===== src/rtl/ram_arbiter.sv =====
// ram_arbiter: shares one RAM port between instruction fetch and data memory.
// Data requests win arbitration, but after STARVE_LIMIT consecutive data
// grants with an instruction fetch waiting, the fetch is granted next.
module ram_arbiter #(
    parameter int STARVE_LIMIT = 4
) (
    input  logic        CLK,
    input  logic        nRST,
    input  logic        iREN,
    input  logic [31:0] iaddr,
    output logic        iwait,
    output logic [31:0] iload,
    input  logic        dREN,
    input  logic        dWEN,
    input  logic [31:0] daddr,
    input  logic [31:0] dstore,
    output logic        dwait,
    output logic [31:0] dload,
    output logic        ramREN,
    output logic        ramWEN,
    output logic [31:0] ramaddr,
    output logic [31:0] ramstore,
    input  logic [1:0]  ramstate,
    input  logic [31:0] ramload
);

    // RAM handshake encoding shared with the memory model
    localparam logic [1:0] RAM_FREE   = 2'd0;
    localparam logic [1:0] RAM_BUSY   = 2'd1;
    localparam logic [1:0] RAM_ACCESS = 2'd2;
    localparam logic [1:0] RAM_ERROR  = 2'd3;

    localparam logic [3:0] LIMIT = 4'(STARVE_LIMIT);

    typedef enum logic [1:0] {
        IDLE   = 2'd0,
        IGRANT = 2'd1,
        DGRANT = 2'd2
    } state_e;

    state_e     state_q, state_d;
    logic [3:0] scount_q, scount_d;
    logic       dreq;

    assign dreq  = dREN | dWEN;
    // Read data is passed straight through; it is only meaningful in the
    // cycle the owning side sees its wait drop.
    assign iload = ramload;
    assign dload = ramload;

    // Grant state and starvation counter registers
    always_ff @(posedge CLK or negedge nRST) begin
        if (!nRST) begin
            state_q  <= IDLE;
            scount_q <= 4'd0;
        end else begin
            state_q  <= state_d;
            scount_q <= scount_d;
        end
    end

    // Arbitration, RAM drive and wait generation
    always_comb begin
        state_d  = state_q;
        scount_d = scount_q;
        ramREN   = 1'b0;
        ramWEN   = 1'b0;
        ramaddr  = 32'd0;
        ramstore = 32'd0;
        iwait    = iREN;
        dwait    = dreq;
        case (state_q)
            IDLE: begin
                if (dreq && (!iREN || scount_q < LIMIT)) begin
                    state_d = DGRANT;
                    // count only data grants that overtake a waiting fetch
                    if (iREN && scount_q < LIMIT)
                        scount_d = scount_q + 4'd1;
                end else if (iREN) begin
                    state_d  = IGRANT;
                    scount_d = 4'd0;
                end else begin
                    scount_d = 4'd0;
                end
            end
            IGRANT: begin
                ramaddr = iaddr;
                if (!iREN) begin
                    // fetch withdrawn: release the RAM without a wait pulse
                    state_d = IDLE;
                end else begin
                    ramREN = 1'b1;
                    // FREE/BUSY/ERROR all keep the request on the bus
                    if (ramstate == RAM_ACCESS) begin
                        iwait   = 1'b0;
                        state_d = IDLE;
                    end
                end
            end
            DGRANT: begin
                ramaddr  = daddr;
                ramstore = dstore;
                if (!dreq) begin
                    state_d = IDLE;
                end else begin
                    // a write takes precedence if both enables are raised
                    ramWEN = dWEN;
                    ramREN = dREN & ~dWEN;
                    if (ramstate == RAM_ACCESS) begin
                        dwait   = 1'b0;
                        state_d = IDLE;
                    end
                end
            end
            default: state_d = IDLE;
        endcase
    end

endmodule


===== config.mk =====
export PLATFORM = sky130hd
export DESIGN_NAME = ram_arbiter
export DESIGN_NICKNAME = d
export VERILOG_FILES = /design/src/rtl/ram_arbiter.sv
export SDC_FILE = /design/constraint.sdc
export NUM_CORES = 1
export LEC_CHECK = 0
export CORE_AREA = 2 2 104 106
export DETAILED_ROUTE_END_ITERATION = 8
export DIE_AREA = 0 0 106 108
export PLACE_DENSITY = 0.66
export REMOVE_ABC_BUFFERS = 1
export SLEW_MARGIN = 20
export SYNTH_ARGS = -nofsm -noshare
export SYNTH_HDL_FRONTEND = slang
export SYNTH_SLANG_ARGS = --single-unit

===== constraint.sdc =====
create_clock -name CLK -period 2 [get_ports CLK]
set_input_delay 0.3 -clock CLK [delete_from_list [all_inputs] [get_ports CLK]]
set_output_delay 0.3 -clock CLK [all_outputs]
set_load 0.02 [all_outputs]

==> results.yml <==
global_routing:
  grt-ovfl-total: 0
  grt_use_total_pct: 18.29
  grt_pass1_vias: 2090
  antenna_found_initial: 0
  grt_max_degree: 25
  grt_pass1_wl_um: 14980
detailed_routing:
  ant_nets: 0
  wl_per_cell_um: 24.19
  vias: 1995
  via_per_inst: 4.318
  drt_iter0_drc: 127
  drt_wl_total_um: 11180
  drc_errors: 0
  dr.pass1.iters: 4
timing:
  clock.fmax_mhz: 514.5
  setup_ws_ns: 0.05629
  report.final.slew_viol_count: 0
  rsz0062_at_grt: "yes"
  setup_violations: 0
  setup_tns_ns: 0
  slew_headroom_pct: 76.77
  finalCritPeriodShare_pct: 97.19
  worst_pin_slew_ns: 0.3437
  hold_viol: 0
  whs_ns: 0.3346
  skew_ns: 0.004400
  fin_crit_ns: 1.944
yosys:
  synth_compound_area_share_pct: 20.83
  synth_adder_area_share_pct: 3.900
  synth_area_um2: 1604
  syn_inst: 216
  synth_area_leaders: "buf_4 30%, a22oi_1 15%, and2_1 14%"
  ys_warn_count: 0
  synth_top_family_by_area: "buffers and inverters"
  yosys.area_share.xor_xnor_pct: 0
  synth_seq_area_share_pct: 9.360
  synth_seq_cells: 6
  synth_top_cell_by_area: "buf_4"
  synthMuxAreaShare_pct: 0.7020
  netlist-cell-type-count: 28
  synth-simple-area-share_pct: 30.66
  yosysTopAreaCellShare_pct: 29.95
  syn_area_per_cell_um2: 7.426
placement:
  dp_hpwl_um: 9521
  place_congestion: 0.7965
  pre_cts_slack_ns: -0.1331
  dp_cells: 459
  io_buffers: 170
clock_network:
  clockBufferDepth: 2
  cts.clk_slew.worst_paths_ns: 0.04
  clock-sinks: 6
  htree_levels: 1
  cts_setup_buffers: 0
  cts-buffers-inserted: 3
  cts_tree: "yes"
  cts_root_buf: "clkbuf_8"
  cts.hold.buffers_added: 0
  clock_latency_ns: 0.22
final_layout:
  diodes: 0
  final_common_cell: "clkdlybuf4s50_1"
  syn_to_final_growth_pct: 90.72
  drive_gt1_share_pct: 23.93
  stdcell_count: 462
  mostFrequentLayoutCells: "102 x clkdlybuf4s50_1, 35 x and2_1, 33 x nor2b_1, 28 x a22oi_1"
  finalNetCount: 468
setup_path:
  path_max_fanout: 18
  criticalPathCategory: "flop to output port"
  crit_arrival_ns: 1.64
  critical-path-top-delay-family: "buffers and inverters"
  worstSetupStartpointType: "flop"
  crit_required_ns: 1.70
  cpPeakStageDelay_ns: 0.39
  crit_slowest_cell: "dfrtp_1"
  critical_path.endpoint_type: "output port"
  path_buf_inv: 3
  crit_chain: "inv_2, ha_1, buf_8, nor2b_1, clkdlybuf4s15_2"
floorplanning:
  dieArea_um2: 11450
  die_w_um: 106
  rows: 37
  core_area_um2: 10230
  start_util_pct: 15.68
  die_height_um: 108
  io_pins: 267
status:
  outcome: "complete, no violations"
hold_path:
  min_path_type: "input pin to asynchronous set/reset pin"
power:
  pwr_density_cell_nw_per_um2: 1091
  peakVddDrop_v: 0.0005134
  p_leak_nw: 1.256
flow_run:
  maxCapViolCount: 0
-- layer usage --
layer / track usage (%) / routed length [um]
met5: 9.821 / 69
met4: 0.7519 / 15
met3: 23.21 / 2916
met2: 23.04 / 4077
met1: 19.04 / 4097
-- registers in the layout (all words and copies together) (netlist names) --
name	count
scount_q	4
state_q	2
-- kinds of logic (layout without fill, tap and decap cells) --
family | after synthesis | in the layout
buffers and inverters | 80 | 190
muxes | 1 | 1
and+or+nand+nor | 79 | 79
AOI/OAI and AO/OA | 45 | 45
adders and majority gates | 5 | 5
DFF | 6 | 6
-- area by class of cell --
cell class,count,area (um^2)
sequential,6,150.1
multi-input combinational,130,937.1
tap,136,170.2
timing repair buffer,185,1753
clock buffer,3,41.29
fill,1087,7172
inverter,2,7.507
-- stage by stage --
| stage | power, mW | utilization (%) | instance area, um^2 |
|---|---|---|---|
| floorplan | 1.686 | - | 1057 |
| global placement | 3.263 | 29.95 | 3064 |
| detailed placement | 3.290 | 29.95 | 3064 |
| CTS | 3.326 | 30.39 | 3109 |
| global route | 3.586 | 29.90 | 3059 |
| finish | 3.337 | 29.90 | 3059 |
-- what timing repair did --
action | CTS | global route
gates resized for setup | 108 | 41
hold endpoints to repair | 0 | 0
setup endpoints to repair | 56 | 51
-- cells in the mapped netlist --
master,n
nor2b_1,34
a32oi_1,1
a32o_1,1
nor2_1,2
o21ai_0,2
mux2_2,1
a21boi_0,1
or2_1,1
a21bo_1,1
and2_1,35
ha_1,5
a21oi_1,1
nor2_2,1
nor4b_1,1
buf_4,64
clkbuf_1,3
a22oi_1,32
o21ai_1,2
nor4_2,1
buf_2,9
inv_1,2
nand2_1,3
a211oi_1,2
and2_2,1
a22o_1,1
dfrtp_1,6
a211o_1,1
clkbuf_2,2
-- path summary, 6_finish.rpt --
path / startpoint / endpoint / slack [ns] / depth (start not counted)
worst min register to register: scount_q[1] / scount_q[1] / 0.53 / 1
max in group asynchronous: nRST / scount_q[3] / 1.43 / 1
min in group CLK: scount_q[1] / scount_q[1] / 0.53 / 1
worst max-delay path: state_q[0] / ramaddr[15] / 0.06 / 5
worst max register to register: state_q[1] / state_q[0] / 0.54 / 6
worst min-delay path: nRST / scount_q[1] / 0.33 / 1
-- worst reg2reg max path: stages (launching register included) --
cell and delay (ns):
dfrtp_1 0.38, inv_1 0.08, ha_2 0.23, buf_12 0.16, nand2_1 0.08, a211oi_1 0.29
a211o_1 0.18
-- report_power, final --
part           switching [mW]  internal (mW)  leakage, nW
Clock                  0.0520          0.129       0.0216
Sequential             0.0280          0.160       0.0788
Combinational            1.58           1.39         1.16
Total                    1.66           1.68         1.26
(Power assumes the default switching activity.)
==> variant 1 (same flow settings) <==
The 3 states of `state_e` get a one-hot encoding in 3 bits.
--- a/src/rtl/ram_arbiter.sv
+++ b/src/rtl/ram_arbiter.sv
@@ -33,8 +33,8 @@
     localparam logic [3:0] LIMIT = 4'(STARVE_LIMIT);
 
-    typedef enum logic [1:0] {
-        IDLE   = 2'd0,
-        IGRANT = 2'd1,
-        DGRANT = 2'd2
+    typedef enum logic [2:0] {
+        IDLE   = 3'b001,
+        IGRANT = 3'b010,
+        DGRANT = 3'b100
     } state_e;
 
Formal check against the unedited RTL: no difference found for any inputs over 10 cycles, from zero or initial values and one cycle with nRST low; not proved beyond that.
==> variant 1 against the unedited design <==
Sequential cell count is 1 higher. Cell area is 7.9% lower. Setup slack better by 17 ps. Clock skew is 1.3 ps lower. Total power is 35% lower. Wire length is 19% lower. Area after synthesis is 7.7% lower. Critical endpoint is now ramstore[26]. Largest cell class unchanged.
==> variant 1: results (changes against the unedited design) <==
| Metric | Value |
|---|---|
| All-Layer GR Usage | 14.07% (was 18.29%) |
| Slowest stage delay, CP | ~400 ps |
| Sequential share of the synthesized area | 11.92% (was 9.360%) |
| DRT iter0 DRCs | 76 (was 127) |
| Leak | 0.001254 uW (was 0.001256 uW) |
| Placer Congestion | 0.7037 (was 0.7965) |
| Layout cell share with drive strength beyond 1 | 31.88% (was 23.93%) |
| Netlist cell types | 32 (was 28) |
| Ranking of synthesized cells by area | buf_4, a22o_1, and2_1 (was buf_4, a22oi_1, and2_1) |
| Post-synthesis mux area share | 0.7608% (was 0.7020%) |
| Dpl hpwl | 7240 um (was 9521 um) |
| Fin nets | 435 (was 468) |
| Largest net degree at the start of global routing | 34 (was 25) |
| First-pass GRT wire length | 12130 um (was 14980 um) |
| Slowest stage cell, crit path | dfrtp_2 (was dfrtp_1) |
| Slew headroom | 68.86% (was 76.77%) |
| Delay-heaviest family, CP | simple AND/OR/NAND/NOR gates (was buffers and inverters) |
| Top post-synthesis cells by count | buf_4, and2_1, a22o_1 (was buf_4, and2_1, nor2b_1) |
| Synth Area in Compound Gates | 26.29% (was 20.83%) |
| Peak VDD IR | 0.0002383 V (was 0.0005134 V) |
| Max Clock Skew | 3.144 ps (was 4.400 ps) |
| Largest registers | scount_q: 4 flops, state_q: 3 flops (was scount_q: 4 flops, state_q: 2 flops) |
| Vias per std cell | 4.293 (was 4.318) |
| Adder-Cell Fraction of Synth Area | 0.8453% (was 3.900%) |
| Routed wire length | 9013 um (was 11180 um) |
| Post-synth top flop | dfrtp_1 (unchanged) |
| Post-place setup slack | -140.1 ps (was -133.1 ps) |
| Status | finished, final reports clean (unchanged) |
| Reg clk slew, reported paths | 40 ps (about the same) |
| Vias in the first global route | 1846 (was 2090) |
| Crit path max fanout | 16 (was 18) |
| Fillers | 1095 (was 1087) |
[variant 1: layer usage]
metal / vias to the layer above / global-route usage [%] / share of wire [%]
met5: - / 8.929 / 0.82
met4: 2 / 2.162 / 0.67
met3: 8 / 11.15 / 17
met2: 175 / 20.37 / 43
met1: 874 / 15.88 / 38
li1: 804 / - / -
[variant 1: logic make-up (layout without fill, tap and decap cells)]
logic type / count (synthesis) / count (layout)
and+or+nand+nor: 51 / 51
AOI/OAI and AO/OA: 46 / 46
DFF: 7 / 7
adders and majority gates: 1 / 1
buffers and inverters: 75 / 192
muxes: 1 / 1
[variant 1: final timing paths]
path | endpoint | slack (ps) | from | cells after the start
worst min-delay path | scount_q[2] | 350 | nRST | 1
worst max register to register | scount_q[0] | 280 | state_q[2] | 6
worst min register to register | scount_q[0] | 530 | scount_q[0] | 1
min in group CLK | scount_q[0] | 530 | scount_q[0] | 1
worst max-delay path | ramstore[26] | 70 | state_q[2] | 5
max in group asynchronous | state_q[0] | 1350 | nRST | 1
[variant 1: final cells by class]
cell class | count | share of cell area (%)
multi-input combinational | 99 | 26.73
timing repair buffer | 187 | 59.19
inverter | 1 | 0.1332
sequential | 7 | 6.305
tap | 136 | 6.039
clock buffer | 4 | 1.599
[variant 1: what timing repair did]
item,in CTS,in global routing
resized for setup,226,27
hold buffers,0,0
hold endpoints to repair,0,0
pin swaps,0,0
setup buffers,1,1
cloned,0,2
setup endpoints to repair,68,63
[variant 1: where the power goes]
group / switching (uW) / total (uW) / internal [uW]
Combinational: 854 / 1730 / 876
Sequential: 49.6 / 252 / 203
Clock: 58.4 / 196 / 138
Total: 962 / 2180 / 1220
[variant 1: through the flow]
stage / instance area, sq um / std cells
final: 2818 / 434
after global routing: 2818 / 434
after CTS: 2861 / 431
after detailed placement: 2944 / 426
after global placement: 2944 / 426
after floorplan: 924.6 / 107
[variant 1: worst register-to-register path, stage by stage (launching register included)]
cell and delay, ps:
dfrtp_2 430, buf_4 140, buf_4 120, buf_4 130
nor3b_2 340, nand2_1 140, mux2_1 320
==> variant 2 (same settings) <==
Without the edit above. Reset style: synchronous (`nRST`), changed in one clocked block.
--- a/src/rtl/ram_arbiter.sv
+++ b/src/rtl/ram_arbiter.sv
@@ -50,5 +50,5 @@
 
     // Grant state and starvation counter registers
-    always_ff @(posedge CLK or negedge nRST) begin
+    always_ff @(posedge CLK) begin
         if (!nRST) begin
             state_q  <= IDLE;
Check against the original RTL: differs if nRST is asserted again (counterexample within 4 cycles, from zero or initial values and one cycle with nRST low); with nRST held inactive, the same outputs for 10 cycles.
==> variant 2 against the unedited design <==
Setup slack got worse by 20 ps. Wire length decreased by 16%. Non-clock buffer count decreased by 1. Sequential share of layout area is 0.88 points lower. Cell area down 2.5%. Synthesized cell count is 4.2% higher. Area after synthesis is 0.31% higher. Count of clock-buffer cells in the layout unchanged. Sequential cell count is the same. Critical path type unchanged.
Power is left out: it rests on default switching activity, and per cell area and clock period it moved more than threefold.
==> variant 2: results (changes against the unedited design) <==
| Metric | Value |
|---|---|
| Layout cell share with drive strength beyond 1 | 16.47% (was 23.93%) |
| Post-synthesis mux area share | 0% (was 0.7020%) |
| Reg-to-reg endpoint | state_q[0] (unchanged) |
| Finished Core Util | 29.17% (was 29.90%) |
| Final-layout non-clock buffer area share | 56.35% (was 57.30%) |
| Met2 Use GR | 19.91% (was 23.04%) |
| Max Clock Skew | 1.794 ps (was 4.400 ps) |
| Top post-synthesis cells by count | buf_4, and2_1, nor2b_1 (unchanged) |
| Register area | 120.1 sq um (was 150.1 sq um) |
| Invs w/o clock | 5 (was 2) |
| Dpl hpwl | 7438 um (was 9521 um) |
| Post-synth top flop | dfxtp_1 (was dfrtp_1) |
| Synth Area in Compound Gates | 23.72% (was 20.83%) |
| Largest net degree at the start of global routing | 49 (was 25) |
| Sequential share of the synthesized area | 7.465% (was 9.360%) |
| Clk tree area frac | 1.384% (was 1.350%) |
| Non-clock buffer total of the final layout | 184 (was 185) |
| Slew headroom | 74.99% (was 76.77%) |
| Hold WC Path Type | reg -> reg (was in -> async) |
| Post-synthesis async set-or-reset flop share | 0% (was 100.0%) |
| Critical Path AT | 1660 ps (was 1640 ps) |
| Routed wire length | 9352 um (was 11180 um) |
| Vias per std cell | 4.291 (was 4.318) |
| Multi-input comb cells | 136 (was 130) |
| Post-place setup slack | -40.66 ps (was -133.1 ps) |
| Origin of the critical flop-to-flop path | state_q[1] (unchanged) |
| Ranking of synthesized cells by area | buf_4, a22oi_1, and2_1 (unchanged) |
| Adder-Cell Fraction of Synth Area | 3.888% (was 3.900%) |
| Initial antenna violation count | 0 (unchanged) |
| Vias in the first global route | 2055 (was 2090) |
| Met3 Track Usage GR | 12.24% (was 23.21%) |
| Worst setup path endpoint | ramaddr[17] (was ramaddr[15]) |
| DP Area | 3110 sq um (was 3064 sq um) |
| Slowest stage cell, crit path | dfxtp_1 (was dfrtp_1) |
| Multi-input combinational cell area | 952.2 sq um (was 937.1 sq um) |
| Met1 wire length | 3875 um (was 4097 um) |
| Avg Inst Size Synth | 7.151 sq um (was 7.426 sq um) |
| Met2 WL post-DR | 3706 um (was 4077 um) |
| R2R cell count | 7 (was 6) |
| Metal3 WL | 1599 um (was 2916 um) |
| Routed WL per cell | 19.90 um (was 24.19 um) |
| All-Layer GR Usage | 14.56% (was 18.29%) |
| Reg2reg setup slack | 390 ps (was 540 ps) |
| Postcts setup bufs | 0 (unchanged) |
| Fillers | 1109 (was 1087) |
| Highest clock rate | 509.2 MHz (was 514.5 MHz) |
| Diode count | 0 (unchanged) |
| DP Cell Count | 466 (was 459) |
| Met1 Usage GRT | 17.00% (was 19.04%) |
| CP Class | reg -> out (unchanged) |
| First-pass GRT wire length | 12560 um (was 14980 um) |
| Placer Congestion | 0.7971 (was 0.7965) |
| Fin nets | 476 (was 468) |
| DRT iter0 DRCs | 164 (was 127) |
| Crit path max fanout | 4 (was 18) |
| Status | finished, final reports clean (unchanged) |
| Netlist cell types | 30 (was 28) |
| Post-CTS sizing | 71 (was 108) |
| H-tree lvl count | 1 (unchanged) |
## variant 2: cell types whose count changed in the layout (fill, tap and decap cells not counted), sizes merged, moves of 3 or more
| cell | change |
|---|---|
| clkdlybuf4s15 | -17 |
| a31oi | +3 |
| dlygate4sd2 | +17 |
| dfxtp | +6 |
| dfrtp | -6 |
| buf | -20 |
| inv | +3 |
| clkbuf | +19 |
## variant 2: worst min path at each step
stage	start	slack (ps)	cells past startpoint	endpoint
after detailed placement	scount_q[1]	500	2	scount_q[1]
after CTS	scount_q[1]	510	2	scount_q[1]
final	scount_q[1]	520	2	scount_q[1]
after global placement	scount_q[1]	480	2	scount_q[1]
after floorplan	nRST	450	2	state_q[1]
after global routing	scount_q[1]	540	2	scount_q[1]
## variant 2: worst register-to-register path: stages (launching register included)
cell	delay, ps
dfxtp_1	330
inv_1	90
ha_2	230
buf_12	150
nand2_1	70
buf_4	130
a2111oi_2	370
a32o_1	170
